[src/rtl/dmac_arb_pkg.sv]
// Shared types and helpers for the DMAC bus arbiter.
// AHB transfer encodings, arbiter states and index-width helper.
package dmac_arb_pkg;

    typedef enum logic [1:0] {
        IDLE   = 2'b00,
        BUSY   = 2'b01,
        NONSEQ = 2'b10,
        SEQ    = 2'b11
    } htrans_t;

    typedef enum logic {
        PARK = 1'b0,
        OWN  = 1'b1
    } arb_state_t;

    function automatic int midx_w(input int n);
        return (n <= 1) ? 1 : $clog2(n);
    endfunction

endpackage

[src/rtl/dmac_rr_picker.sv]
// Rotating-mask priority selector over a request vector.
// rr=1 searches upward from ptr+1 with wrap; rr=0 picks lowest index.
module dmac_rr_picker
    import dmac_arb_pkg::*;
#(
    parameter int N = 2,
    parameter int W = 1
) (
    input  logic [N-1:0] req,
    input  logic [W-1:0] ptr,
    input  logic [N-1:0] excl,
    input  logic         rr,
    output logic         valid,
    output logic [W-1:0] idx
);

    logic [N-1:0] cand;

    assign cand = req & ~excl;

    always_comb begin
        int j;
        logic [W-1:0] jw;
        j = 0;
        jw = '0;
        valid = 1'b0;
        idx = '0;
        for (int k = 0; k < N; k++) begin
            j = rr ? (int'(ptr) + 1 + k) % N : k;
            jw = W'(j);
            if (!valid && cand[jw]) begin
                valid = 1'b1;
                idx = jw;
            end
        end
    end

endmodule

[src/rtl/dmac_bus_arbiter.sv]
// AHB master-side arbiter sharing one master port between requesters.
// Handover only on HReady; optional hold-limit preemption and lock.
module dmac_bus_arbiter
    import dmac_arb_pkg::*;
#(
    parameter int NUM_MASTERS    = 2,
    parameter int DEFAULT_MASTER = 0,
    parameter int ROUND_ROBIN    = 1,
    parameter int MAX_HOLD       = 8,
    localparam int W  = midx_w(NUM_MASTERS),
    localparam int HW = (MAX_HOLD < 1) ? 1 : $clog2(MAX_HOLD + 1)
) (
    input  logic                   clk,
    input  logic                   rst,
    input  logic [NUM_MASTERS-1:0] Bus_Req,
    input  logic [NUM_MASTERS-1:0] Bus_Lock,
    input  logic                   HReady,
    input  logic [1:0]             HTrans,
    output logic [NUM_MASTERS-1:0] Bus_Grant,
    output logic [W-1:0]           HMaster,
    output logic [W-1:0]           HMasterData,
    output logic                   Preempt
);

    localparam logic [W-1:0]  DEF_IDX  = W'(DEFAULT_MASTER);
    localparam logic [HW-1:0] HOLD_MAX = HW'(MAX_HOLD);
    localparam logic          RR_MODE  = (ROUND_ROBIN != 0);

    arb_state_t state_q, state_d;
    logic [W-1:0] owner_q, owner_d;
    logic [W-1:0] rr_q, rr_d;
    logic [W-1:0] hmd_q;
    logic [HW-1:0] hold_q, hold_d;
    logic [NUM_MASTERS-1:0] grant_q;
    logic [NUM_MASTERS-1:0] owner_mask;
    logic [NUM_MASTERS-1:0] excl;
    logic preempt_q, preempt_d;
    logic pick_vld;
    logic [W-1:0] pick_idx;
    logic others;
    logic beat;
    logic can_pre;
    htrans_t ht;

    assign ht = htrans_t'(HTrans);
    assign owner_mask = NUM_MASTERS'(1) << owner_q;
    assign excl = (state_q == OWN) ? owner_mask : '0;
    assign others = |(Bus_Req & ~owner_mask);
    assign beat = (ht == NONSEQ) || (ht == SEQ);

    // Only an idle, unlocked owner past its hold budget can be displaced
    assign can_pre = (MAX_HOLD != 0) && (hold_q >= HOLD_MAX)
                  && others && !Bus_Lock[owner_q]
                  && (ht == IDLE) && pick_vld;

    dmac_rr_picker #(
        .N(NUM_MASTERS),
        .W(W)
    ) u_pick (
        .req  (Bus_Req),
        .ptr  (rr_q),
        .excl (excl),
        .rr   (RR_MODE),
        .valid(pick_vld),
        .idx  (pick_idx)
    );

    always_comb begin
        state_d = state_q;
        owner_d = owner_q;
        rr_d = rr_q;
        hold_d = hold_q;
        preempt_d = 1'b0;
        if (HReady) begin
            unique case (state_q)
                PARK: begin
                    if (pick_vld) begin
                        owner_d = pick_idx;
                        rr_d = pick_idx;
                        state_d = OWN;
                        hold_d = '0;
                    end
                end
                OWN: begin
                    if (!Bus_Req[owner_q]) begin
                        hold_d = '0;
                        if (pick_vld) begin
                            owner_d = pick_idx;
                            rr_d = pick_idx;
                        end else begin
                            owner_d = DEF_IDX;
                            state_d = PARK;
                        end
                    end else if (can_pre) begin
                        owner_d = pick_idx;
                        rr_d = pick_idx;
                        hold_d = '0;
                        preempt_d = 1'b1;
                    end else if (beat && hold_q != HOLD_MAX) begin
                        hold_d = hold_q + 1'b1;
                    end
                end
                default: state_d = PARK;
            endcase
        end
    end

    always_ff @(posedge clk) begin
        if (rst) begin
            state_q <= PARK;
            owner_q <= DEF_IDX;
            rr_q <= DEF_IDX;
            hmd_q <= DEF_IDX;
            hold_q <= '0;
            grant_q <= NUM_MASTERS'(1) << DEF_IDX;
            preempt_q <= 1'b0;
        end else begin
            preempt_q <= preempt_d;
            if (HReady) begin
                state_q <= state_d;
                owner_q <= owner_d;
                rr_q <= rr_d;
                hold_q <= hold_d;
                hmd_q <= owner_q;
                grant_q <= NUM_MASTERS'(1) << owner_d;
            end
        end
    end

    assign Bus_Grant = grant_q;
    assign HMaster = owner_q;
    assign HMasterData = hmd_q;
    assign Preempt = preempt_q;

endmodule

[config.mk]
export PLATFORM = sky130hd
export DESIGN_NAME = dmac_bus_arbiter
export DESIGN_NICKNAME = d
export VERILOG_FILES = /design/src/rtl/dmac_arb_pkg.sv /design/src/rtl/dmac_rr_picker.sv /design/src/rtl/dmac_bus_arbiter.sv
export SDC_FILE = /design/constraint.sdc
export NUM_CORES = 1
export LEC_CHECK = 0
export ABC_AREA = 0
export BUFFER_PORTS_ARGS = -buffer_cell sky130_fd_sc_hd__buf_2
export CORE_MARGIN = 3
export CORE_UTILIZATION = 35
export CTS_CLUSTER_DIAMETER = 60
export CTS_CLUSTER_SIZE = 10
export DETAILED_ROUTE_END_ITERATION = 10
export REMOVE_ABC_BUFFERS = 1
export SLEW_MARGIN = 20
export SYNTH_ARGS = -nofsm -noshare
export SYNTH_HDL_FRONTEND = slang
export SYNTH_SLANG_ARGS = --single-unit
[constraint.sdc]
create_clock -name clk -period 2.4 [get_ports clk]
set_clock_uncertainty 0.15 [all_clocks]
set_input_delay 0 -clock clk [delete_from_list [all_inputs] [get_ports clk]]
set_output_delay 0 -clock clk [all_outputs]
set_load 0.02 [all_outputs]
-- Yosys cells after proc, flatten, opt, wreduce, memory -nomap -nowiden
Index checks and enable logic that the tools add are counted.
- input bits: 9
- register bits after elaboration: 11
- output and inout port bits: 5
- $add $sub $neg: 3
- shift-type cells: 2
- reduce and logical (&&, ||, !) cells: 14
- order comparisons: 4
- eq/ne operators: 6
- bitwise logic cells: 7
- muxes and demuxes: 32
- operators by type and width (kind ; number):
    $mux 1 ; 23
    $mux 4 ; 4
    $pmux 4 s2 ; 1
    $logic_and 1x1->1 ; 6
    $lt 1x2->1 const B ; 3
    $pmux 1 s2 ; 3
    $add 4x1->4 const B ; 1
    $and 2x2->2 ; 2
    $eq 2x2->1 const B ; 2
    $ge 4x4->1 const B ; 1
    $ne 4x3->1 const B ; 1
    $ne 4x4->1 const B ; 1
    $not 2->2 ; 2
    $reduce_or 4->1 ; 1
    $shl 1x1->2 const A ; 2
    $ne 3x3->1 const B ; 1
    $not 1->1 ; 3
    $reduce_and 3->1 ; 1
    $add 1x1->1 const B ; 2
    $logic_not 1->1 ; 2
    $logic_not 2->1 ; 1
    $mux 2 ; 1
    $ne 2x2->1 const B ; 1
    $reduce_and 2->1 ; 1
    other kinds (2) ; 2

-- Longest topological paths before layout
Gate-level depths: netlist of run 1.
- depth in word-level cells: 16
- gate-level depth with buffers: 6
- mapped depth without buffers: 6

-- By module
Synthesis of run 1 repeated with hierarchy kept, for this count alone.
- cells, all modules: 85
- area total of the unflattened synthesis: 690.7 µm²
- by module, submodules not included (module ; area each (µm²) ; cells an instance ; instances):
    dmac_bus_arbiter ; 659.4 ; 79 ; 1
    dmac_rr_picker ; 31.3 ; 6 ; 1

-- Worst setup path after synthesis of run 1
Ideal clock, no wire load.
- path type: reg2reg
- start point: register with a tool-made name
- end point: register hold_q[2]
- path slack: 0.542 ns
- period minus slack after synthesis: 1.858 ns
- arrival time: 1.636 ns
- stages on the path, launching flop included: 7
- path buffers: 1
- cells stage by stage: dfxtp_1 > buf_2 > mux2_2 > nand2_1 > a221oi_2 > nor3b_2 > mux2i_1
- RTL lines (what ; line ; source):
    to (signal assigned) ; dmac_bus_arbiter.sv:123 ; hold_q <= hold_d;
    to (decl) ; dmac_bus_arbiter.sv:33 ; logic [HW-1:0] hold_q, hold_d;

==> results.ini, run 1 <==
[status]
status = finished clean

[synth]
syn_area_um2 = 687
synthAdderAreaFrac = 0.0364
synth_xor_area_frac = 0
synth-simple-area-share = 0.253
netlist_instances = 82
synth_compound_area_frac = 0.260
synth_edf_count = 0
synth_top_family_by_area = compound AO/OA/AOI/OAI gates
synth_top_cells_by_area = dfxtp_1 (29%), mux2i_1 (7.3%), nand2_1 (5.5%)
synth_area_per_cell_um2 = 8.38
synth_top_area_frac = 0.291
ys_ff_latch = 10
yosysWarnings = 0
synth_mux_area_frac = 0.0893
synth.distinct_cells = 36
synthArstFlopShare = 0
yosys.area.top_type = dfxtp_1
synthFlopType = dfxtp_1
ys_seq_area_frac = 0.291

[setup_path]
worst-endpoint-required_ps = 2400
end_kind = flip-flop
cp-start-kind = flip-flop
worstPathMaxFanout = 11
ff2ff_path_depth = 4
worstSetupPathType = flip-flop to flip-flop
arrival_ps = 1870

[die]
start_util = 0.385
chipHeight_um = 50.3
ios = 14
core_area_um2 = 1780
row_count = 15
die_x_um = 50.3
die_area_um2 = 2530

[timing]
finalHoldViolations = 0
fin_crit_sh = 0.779
fmax_mhz = 535
worst_slack_ps = 530
slew_headroom = 0.677
worst_pin_slew_ps = 485
setup_tns_ps = 0
setup_viol = 0
rsz0062_at_grt = no
slew_violations = 0
whs_ps = 18.3
period_needed_ps = 1870

[placement]
place_ws_ps = 542
gp_congestion = 0.796
numPortBuffers = 13
dp_hpwl_mm = 1.15

[min_path]
hold_path_class = input pin to flip-flop
whs_path_depth = 4

[clocking]
clock_sinks = 10
clk_latency_ps = 270
cts_inserted_buffers = 3
cts.htree.levels = 1
cts_setup_buffers = 0
clock-root-buffer = clkbuf_4
clk_pin_slew_worst_paths_ps = 70
cts_tree = done
cts_resized = 0
hold_buffers = 4
ctsLongestPathBuffers = 2

[global_routing]
grt_pass1_vias = 525
grt_overflow = 0
antenna_found_initial = 0
grt.met1_usage = 0.199
grt_pass1_wl_mm = 2.52
use_met3 = 0.0564
grt_max_degree = 12
met2_usage = 0.172
grt_use_total = 0.132
busiest_layer = met1

[layout]
synthToLayoutAreaGrowth_pct = 21.5
fill_cells = 176
drive_gt1_frac = 0.265
fin_nets = 110
antenna_cells = 0

[run]
cap_violations = 0

[detailed_routing]
dr.first_iter.drc_count = 12
wl_mm = 1.53
dr.pass1.iters = 4
vias = 614
drcViolationCount = 0
via_per_inst = 4.99
antenna_left = 0
avgRoutedWirePerCell_um = 12.4

[power]
power.density_nw_per_um2 = 508
power_w = 0.000424
p_leak_nw = 0.333
ir_drop_mv = 0.330

[path summary, 6_finish.rpt]
check	end	slack [ps]	startpoint
setup / recovery	flip-flop	530	flip-flop
hold / removal	Preempt	20	HTrans[1]
setup reg to reg	flip-flop	530	flip-flop
hold reg to reg	HMasterData	350	HMasterData
[cell usage in the layout, fill, tap and decap left out, drive strengths merged, types with 2 or more instances in the layout]
cell type    count
nor2             8
a31oi            2
nor3             2
dfxtp           10
nand2           10
nand3            2
inv              6
nand3b           2
buf             13
dlygate4sd3      4
o31ai            2
ha               2
a211oi           2
mux2i            5
a21oi            5
nor2b            2
clkbuf           4
o21ai            2
[report_power, final]
| part | internal (W) | switching (W) |
|---|---|---|
| clock | 0.0000922 | 0.0000614 |
| combinational | 0.0000360 | 0.0000491 |
| sequential | 0.000173 | 0.0000119 |
[through the flow]
stage,area (µm²),cells,util
after floorplan,662,77,-
after global placement,758,115,0.425
after detailed placement,758,115,0.425
after CTS,835,123,0.468
after global routing,835,123,0.468
final,835,123,0.468
[synth_stat cells, drive strengths merged, types with 2 or more instances]
cell	count
inv	6
clkbuf	2
a211oi	2
nor2b	2
dfxtp	10
mux2i	5
a21oi	5
o21ai	2
nor3	2
o31ai	2
nand3	2
a31oi	2
ha	2
nor2	8
buf	3
nand2	10
nand3b	2
[logic make-up after synthesis]
| kind of cell | count (synthesis) |
|---|---|
| multiplexers | 6 |
| AO/OA/AOI/OAI | 21 |
| flip-flops | 10 |
| buffers and inverters | 11 |
| AND/OR/NAND/NOR | 32 |
| adder cells (fa/ha/maj) | 2 |
[layer usage]
metal / share of wire / vias to the layer above
met5: 0 / -
met4: 0.011 / 0
met3: 0.056 / 2
met2: 0.40 / 16
met1: 0.53 / 273
li1: - / 323
[layout make-up]
cell class / instances / area (µm²) / share of cell area
clock buffer: 4 / 36.3 / 0.0435
inverter: 6 / 22.5 / 0.0270
multi-input combinational: 61 / 439 / 0.526
sequential: 10 / 200 / 0.240
tap: 25 / 31.3 / 0.0375
timing repair buffer: 17 / 105 / 0.126
[worst max-delay path: stages, from the launching register on]
cell	delay [ps]
dfxtp_1	550
mux2_2	420
nand2_1	170
a21oi_2	80
o311a_1	390
[sequential cells by signal, indices dropped and copies added, names as in the netlist, named ones only]
signal / cells
state_q: 1
Bus_Grant: 1
hold_q: 4
HMasterData: 1
Preempt: 1
rr_q: 1
Note: power is estimated with default switching activity, not from simulation.
==> inputs of run 2 (changes only) <==
clock period = 1.77 ns   (was 2.4 ns; I/O delays follow)
==> run 2 against run 1 <==
  * Power up 39%
  * Worst setup slack worse by 410 ps
  * Count of clock-buffer cells in the layout unchanged
  * Sequential power up 34%
  * Hold slack better by 3.0 ps
  * Register-to-register slack worse by 410 ps
  * Critical path type unchanged
  * First-iteration DRC count down 67%
  * Combinational power up 57%
  * Clock power up 36%
  * Critical path depth unchanged
  * Largest cell class unchanged
  * Design area up 4.6%
  * Sequential share of layout area down 0.92 points
==> results.ini, run 2 (same netlist as run 1, synthesis figures left out) <==
[clocking]
clk_pin_slew_worst_paths_ps = 70
cts.htree.levels = 1
cts_inserted_buffers = 3
clk_latency_ps = 270
clock_sinks = 10
ctsLongestPathBuffers = 2
cts_tree = done
clock-root-buffer = clkbuf_4

[detailed_routing]
via_per_inst = 5.29
wl_mm = 1.71
vias = 677
dr.pass1.iters = 4
drcViolationCount = 0
dr.first_iter.drc_count = 4
antenna_left = 0
avgRoutedWirePerCell_um = 13.3

[timing]
finalHoldViolations = 0
setup_tns_ps = 0
slew_headroom = 0.742
fmax_mhz = 605
rsz0062_at_grt = no
worst_pin_slew_ps = 388
period_needed_ps = 1650
setup_viol = 0
fin_crit_sh = 0.934
slew_violations = 0
whs_ps = 21.3

[setup_path]
cp-start-kind = flip-flop
r2r_start = state_q
critPathMaxStageDelay_ps = 560
worstSetupPathType = flip-flop to flip-flop
worstPathMaxFanout = 6
cp-startpoint = state_q
arrival_ps = 1720
cp_slowest_cell = dlygate4sd3_1
r2r_setup_slack_ps = 120
worst-path-buf-inv = 2
worst-endpoint-required_ps = 1830
end_kind = flip-flop
crit_chain = buf_4 > nor2_1 > a211oi_1 > dlygate4sd3_1
crit_family = buffers and inverters

[placement]
numPortBuffers = 13
placed_cell_area_um2 = 803
gp_congestion = 0.806
dp_hpwl_mm = 1.24
place_inst = 121

[global_routing]
grt_pass1_wl_mm = 2.86
grt_pass1_vias = 616
grt_use_total = 0.152
grt_overflow = 0
grt_max_degree = 11
antenna_found_initial = 0

[layout]
final_common_cell = buf_2
top_register = hold_q
fin_nets = 115
synthToLayoutAreaGrowth_pct = 27.1
fill_cells = 180
layout_common_cells = buf_2 (13), dfxtp_1 (9), nand2_1 (9)
drive_gt1_frac = 0.330
fin_area_um2 = 873
final_core_util = 0.490
largest_reg_flops = 4
antenna_cells = 0
finalNonFillerCells = 128

[min_path]
hold_path_class = input pin to flip-flop
hp-start = Bus_Req[1]

[die]
die_area_um2 = 2530
start_util = 0.385
row_count = 15
chipHeight_um = 50.3
core_area_um2 = 1780
die_x_um = 50.3
ios = 14

[status]
status = finished clean

[power]
ir_drop_mv = 0.520
power.density_nw_per_um2 = 675
p_leak_nw = 0.360

[run]
cap_violations = 0

[run 2: power breakdown]
part	internal [W]	switching (W)
Clock	0.000125	0.0000839
Sequential	0.000235	0.0000123
Combinational	0.0000590	0.0000746
Total	0.000419	0.000171
[run 2: worst register-to-register path: cells and delay by family (launching register included)]
kind	cells	cell delay, ps
AOI/OAI and AO/OA	1	180
buffers and inverters	2	750
DFF	1	470
and+or+nand+nor	1	40
[run 2: final timing paths]
| path | end | cells after the start |
|---|---|---|
| setup / recovery | state_q | 4 |
| setup reg to reg | state_q | 4 |
| hold reg to reg | hold_q[1] | 2 |
| hold / removal | Bus_Grant[0] | 3 |
[run 2: through the flow]
stage | setup slack, ps | total power [W]
2_1_floorplan | -180 | 0.000321
3_3_place_gp | 91.0 | 0.000376
3_5_place_dp | 23.4 | 0.000375
4_1_cts | 23.7 | 0.000596
5_1_grt | 10.0 | 0.000627
6_report | 117 | 0.000590
[run 2: repair_timing]
action,4_1_cts,5_1_grt
gates resized for setup,0,3
endpoints found under the setup margin,0,6
hold buffers,3,0
hold endpoints to repair,6,0
buffers inserted,0,0
[run 2: layer usage]
metal	routed length (µm)	track usage
met1	755	0.200
met2	839	0.220
met3	70	0.0534
met4	42	0.0717
met5	0	0
[run 2: final cells by class]
| class | instances | area, µm² | area share |
|---|---|---|---|
| flip-flops and latches | 10 | 201 | 0.231 |
| clock buffers | 4 | 36.3 | 0.0415 |
| multi-input cells | 61 | 442 | 0.506 |
| repair buffers | 22 | 140 | 0.160 |
| inverters | 6 | 22.5 | 0.0258 |
| well taps | 25 | 31.3 | 0.0358 |
